[src/rtl/fifo_rr_scheduler_pkg.sv]
// Shared types for the round-robin FIFO drain scheduler.
package fifo_sched_pkg;

   typedef enum logic {
      S_IDLE  = 1'b0,
      S_BURST = 1'b1
   } state_t;

   localparam int STAT_W = 16;

endpackage

[src/rtl/fifo_rr_scheduler_rr_pick.sv]
// Combinational round-robin picker: first requesting index strictly after
// last_grant, wrapping from NUM_SRC-1 back to 0.
module rr_pick
   import fifo_sched_pkg::*;
#(
   parameter int NUM_SRC = 4
) (
   input  logic [NUM_SRC-1:0]         req,
   input  logic [$clog2(NUM_SRC)-1:0] last_grant,
   output logic                       found,
   output logic [$clog2(NUM_SRC)-1:0] idx
);

   localparam int SRC_W = $clog2(NUM_SRC);

   int               cand;
   logic [SRC_W-1:0] cand_idx;

   // Walk offsets 1..NUM_SRC so last_grant itself is considered last.
   always_comb begin
      found    = 1'b0;
      idx      = '0;
      cand     = 0;
      cand_idx = '0;
      for (int i = 1; i <= NUM_SRC; i++) begin
         cand = int'(last_grant) + i;
         if (cand >= NUM_SRC) begin
            cand = cand - NUM_SRC;
         end
         cand_idx = SRC_W'(cand);
         if (!found && req[cand_idx]) begin
            found = 1'b1;
            idx   = cand_idx;
         end
      end
   end

endmodule

[src/rtl/fifo_rr_scheduler.sv]
// Round-robin burst drain of NUM_SRC zero-latency FIFOs into one registered
// valid/ready stream. Define SCHED_STATS_EN to add per-source beat counters.
module fifo_rr_scheduler
   import fifo_sched_pkg::*;
#(
   parameter int NUM_SRC    = 4,
   parameter int DATA_WIDTH = 32,
   parameter int MAX_BURST  = 4
) (
   input  logic                          clk,
   input  logic                          rst_n,
   input  logic                          enable,
   input  logic [NUM_SRC-1:0]            src_empty,
   input  logic [NUM_SRC*DATA_WIDTH-1:0] src_dout,
   output logic [NUM_SRC-1:0]            src_shift_out,
   output logic [DATA_WIDTH-1:0]         m_data,
   output logic [$clog2(NUM_SRC)-1:0]    m_src,
   output logic                          m_valid,
   input  logic                          m_ready,
   output logic                          busy
`ifdef SCHED_STATS_EN
   ,
   output logic [NUM_SRC*STAT_W-1:0]     stat_beats,
   input  logic                          stat_clr
`endif
);

   localparam int SRC_W  = $clog2(NUM_SRC);
   localparam int BEAT_W = (MAX_BURST > 1) ? $clog2(MAX_BURST) : 1;
   localparam logic [BEAT_W-1:0] BEAT_LAST = BEAT_W'(MAX_BURST - 1);

   state_t            state, state_next;
   logic [SRC_W-1:0]  grant, last_grant, pick_idx;
   logic [BEAT_W-1:0] beat_cnt;
   logic              pick_found, can_load, pop, burst_done;
   logic [DATA_WIDTH-1:0] head_word;

   rr_pick #(
      .NUM_SRC(NUM_SRC)
   ) u_pick (
      .req       (~src_empty),
      .last_grant(last_grant),
      .found     (pick_found),
      .idx       (pick_idx)
   );

   assign can_load = !m_valid || m_ready;
   assign busy     = (state == S_BURST);

   always_comb begin
      head_word = '0;
      for (int i = 0; i < NUM_SRC; i++) begin
         if (grant == SRC_W'(i)) begin
            head_word = src_dout[i*DATA_WIDTH +: DATA_WIDTH];
         end
      end
   end

   // Pops are gated by S_BURST so an async reset kills them in the same cycle.
   always_comb begin
      state_next    = state;
      pop           = 1'b0;
      burst_done    = 1'b0;
      src_shift_out = '0;
      if (state == S_BURST) begin
         pop                  = !src_empty[grant] && can_load;
         src_shift_out[grant] = pop;
         if ((pop && beat_cnt == BEAT_LAST) || (!pop && src_empty[grant])) begin
            burst_done = 1'b1;
            state_next = S_IDLE;
         end
      end else if (enable && pick_found) begin
         state_next = S_BURST;
      end
   end

   always_ff @(posedge clk or negedge rst_n) begin
      if (!rst_n) begin
         state <= S_IDLE;
      end else begin
         state <= state_next;
      end
   end

   // A pop always reloads the output register, even while it is being consumed.
   always_ff @(posedge clk or negedge rst_n) begin
      if (!rst_n) begin
         grant      <= '0;
         last_grant <= SRC_W'(NUM_SRC - 1);
         beat_cnt   <= '0;
         m_data     <= '0;
         m_src      <= '0;
         m_valid    <= 1'b0;
      end else begin
         if (state == S_IDLE) begin
            if (state_next == S_BURST) begin
               grant    <= pick_idx;
               beat_cnt <= '0;
            end
         end else if (burst_done) begin
            last_grant <= grant;
         end else if (pop) begin
            beat_cnt <= beat_cnt + BEAT_W'(1);
         end
         if (pop) begin
            m_data  <= head_word;
            m_src   <= grant;
            m_valid <= 1'b1;
         end else if (m_ready && m_valid) begin
            m_valid <= 1'b0;
         end
      end
   end

`ifdef SCHED_STATS_EN
   logic [STAT_W-1:0] stat_cnt [NUM_SRC];

   // Clear wins over a coincident pop; counters stick at all-ones.
   always_ff @(posedge clk or negedge rst_n) begin
      if (!rst_n) begin
         for (int i = 0; i < NUM_SRC; i++) begin
            stat_cnt[i] <= '0;
         end
      end else begin
         for (int i = 0; i < NUM_SRC; i++) begin
            if (stat_clr) begin
               stat_cnt[i] <= '0;
            end else if (src_shift_out[i] && stat_cnt[i] != '1) begin
               stat_cnt[i] <= stat_cnt[i] + STAT_W'(1);
            end
         end
      end
   end

   always_comb begin
      stat_beats = '0;
      for (int i = 0; i < NUM_SRC; i++) begin
         stat_beats[i*STAT_W +: STAT_W] = stat_cnt[i];
      end
   end
`endif

endmodule

[config.mk]
export PLATFORM = sky130hd
export DESIGN_NAME = fifo_rr_scheduler
export DESIGN_NICKNAME = d
export VERILOG_FILES = /design/src/rtl/fifo_rr_scheduler_pkg.sv /design/src/rtl/fifo_rr_scheduler_rr_pick.sv /design/src/rtl/fifo_rr_scheduler.sv
export SDC_FILE = /design/constraint.sdc
export NUM_CORES = 1
export LEC_CHECK = 0
export CAP_MARGIN = 5
export CORE_AREA = 2 2 122 65
export DETAILED_ROUTE_END_ITERATION = 12
export DIE_AREA = 0 0 124 67
export PLACE_DENSITY = 0.77
export SKIP_LAST_GASP = 1
export SLEW_MARGIN = 20
export SYNTH_ARGS = -nofsm -noshare
export SYNTH_HDL_FRONTEND = slang
export SYNTH_SLANG_ARGS = --single-unit
export TNS_END_PERCENT = 10
[constraint.sdc]
create_clock -name clk -period 2.32 [get_ports clk]
set_clock_uncertainty 0.05 [all_clocks]
set_input_delay 0.232 -clock clk [delete_from_list [all_inputs] [get_ports clk]]
set_output_delay 0.232 -clock clk [all_outputs]
set_load 0.005 [all_outputs]
==> metrics.txt <==
post-synthesis net count=about 300; core area=between 0.007 and 0.008 mm2; Post-Layout Inst Area=approximately 0.0046 mm2; most frequent cells in the layout=173 x clkdlybuf4s50_1, 39 x dfrtp_1, 33 x mux4_2, 27 x mux2_1; Critical Path Sink Type=output port; Setup WS post-layout=-161.2 ps; DRC=0; Post-Route WL=about 7.4 mm; # IOs=176; CP startpoint kind=register; share of power burned in registers=28.0%; most common cell after layout, fill and taps aside=clkdlybuf4s50_1; maxcap violations=0; ANT cells=0; CP arrival=2200 ps; combinational share of power=56.5%; initial DRC count=60; Post-CTS Setup Bufs=0; first-pass GRT wire length=about 11 mm; internal cell power=about 0.0034 W; fin cells=444; Avg Inst Size Synth=~15 um2; RSZ-0062 raised after global routing=yes; number of setup violations in the final report=3; Worst-Skew Late Latency=roughly 270 ps; Total Neg Setup Slack=-341.4 ps; Final min period=between 2000 and 2500 ps; Cells after Synth=approximately 170; YS warnings=0; Sw Ratio=a little under a third; Pwr Total=0.004843 W; Die W=roughly 120 um; detailed-route vias per instance=between 4 and 5; clock-pin slew on the worst setup and hold paths=around 60 ps; Max transition margin=between 50% and 60%; number of global-route vias before repair=between 2,000 and 2,500; via count=2,200; sequential element share of the synthesized area=between 40% and 50%; period utilization=107.0%; # clock sinks=42; Initial Utilization=35.42%; row count=22; total CTS buffers=5; Max Root-Sink Buffers=2; H-tree Lvls=2; Clk pwr share=15.4%; initial antenna violation count=0; CP Class=reg2out; TritonCTS clock tree=done; area of the mapped netlist=roughly 0.0025 mm2; power density cells=~1000 mW/mm2; layout cells sized above 1=19.83%; min-delay worst type=reg2reg; count of different cell masters after synthesis=32; Synth-to-Final Area Change=82.33%; die area=0.008308 mm2; largest net degree at the start of global routing=40; Switch Pwr=0.001469 W; routed len/inst=roughly 17 um; first drt pass iteration count=4; DPL Wire Length=around 5.8 mm; Global Route Usage Sum=between 10% and 20%; total placed cells including tap cells=about 440; Worst Path Max Fanout=3; Leakage=about 1.8 nW; Hold Vio Cnt, Final=0; Net count, final=slightly below 500; CP required=~2000 ps; I/O Buffers=between 150 and 200; Final ANT Viol Nets=0; FILL cells=~540; worst vdd ir=between 0.4 and 0.5 mV; fmax=0.4030 GHz; GRT overflow=0; status=finished, violations left; violated checks=negative setup slack; placed instance area=about 0.0044 mm2; CTS Root Cell=clkbuf_16; Max Transition Viols Final=0; Synth Register Bits=42; Slew @ Worst Pin=between 600 and 700 ps; WHS=around 430 ps; Die H=about 67 um; GP Congestion=around 0.73
## power by group through the flow
| stage | logic (W) | clock network [W] | registers (W) |
|---|---|---|---|
| floorplan | 0.00151 | 0 | 0.00136 |
| global placement | 0.00271 | 0 | 0.00135 |
| detailed placement | 0.00277 | 0 | 0.00137 |
| CTS | 0.00279 | 0.000771 | 0.00136 |
| global route | 0.00298 | 0.000808 | 0.00141 |
| finish | 0.00274 | 0.000748 | 0.00136 |
## metal layers
metal  global-route usage, %  vias up  share of wire, %
met5                       0        -                 0
met4                   3.792        0              0.53
met3                   6.250        6                10
met2                   31.80      104                49
met1                   21.11     1068                41
li1                        -     1022                 -
## final timing paths
kind / start / cells after the start / slack, ps / to
max: grant[1] / 4 / -160 / src_shift_out[3]
min: m_data[3] / 1 / 430 / m_data[3]
max reg2reg: grant[1] / 4 / 100 / m_data[17]
min reg2reg: m_data[3] / 1 / 430 / m_data[3]
max in group asynchronous: rst_n / 3 / 1110 / m_data[30]
min in group asynchronous: rst_n / 2 / 450 / m_data[8]
## cells by family (layout without fill, tap and decap cells)
logic type	count (synthesis)	in the layout	synth area share [%]
mux	69	69	45.31
flops	42	42	41.56
simple gates	27	27	5.923
buf+inv	14	196	3.307
compound gates	13	13	3.406
fa+ha+maj	1	1	0.4935
## layout make-up
type	count	area [um2]	share of cell area [%]
Clock buffer	8	166.4	3.600
Inverter	2	7.507	0.1624
Multi-Input combinational cell	110	1426	30.86
Sequential cell	42	1055	22.82
Tap cell	96	120.1	2.599
Timing Repair Buffer	186	1847	39.96
## stage by stage
step | util (%) | worst slack [ps]
6_report | 64.58 | -161.2
3_3_place_gp | 61.77 | -117.1
5_1_grt | 64.58 | -251.7
3_5_place_dp | 61.77 | -132.3
2_1_floorplan | - | 401.8
4_1_cts | 64.41 | -151.0
## repair_timing
action / 4_1_cts / 5_1_grt
hold buffers: 1 / 0
hold endpoints to repair: 24 / 0
setup endpoints to repair: 4 / 4
resized for setup: 3 / 3
pin swaps: 0 / 2
## synth_stat cells (all sizes together)
| cell type | instances | area, um2 |
|---|---|---|
| nand3b | 1 | 7.510 |
| buf | 8 | 61.30 |
| nor2b | 3 | 18.77 |
| a2111oi | 1 | 8.760 |
| a32o | 1 | 10.01 |
| o211ai | 1 | 7.510 |
| clkbuf | 4 | 15.01 |
| and3 | 1 | 6.260 |
| dfstp | 2 | 52.55 |
| nor2 | 3 | 11.26 |
| nand2b | 4 | 25.02 |
| a211oi | 1 | 7.510 |
| nand4 | 1 | 6.260 |
| mux4 | 33 | 743.2 |
| dfrtp | 40 | 1001 |
| mux2 | 36 | 405.4 |
| a21o | 1 | 7.510 |
| o21ai | 4 | 20.02 |
| nand3 | 1 | 5.000 |
| inv | 2 | 7.510 |
| ha | 1 | 12.51 |
| nor3 | 1 | 5.000 |
| a21oi | 2 | 10.01 |
| nand2 | 8 | 30.03 |
| nor3b | 4 | 35.03 |
| o22ai | 1 | 6.260 |
| o41ai | 1 | 8.760 |
## flip-flops by register name, indices dropped and copies added, names as in the netlist
register    cells
busy            1
m_valid         1
last_grant      2
m_data         32
grant           2
m_src           2
beat_cnt        2
## critical path: stages (launching register included)
cell and delay (ps):
dfrtp_1 370, mux4_2 590, nor3b_4 250, and3_4 210
clkdlybuf4s50_1 510
(Power assumes the default switching activity.)
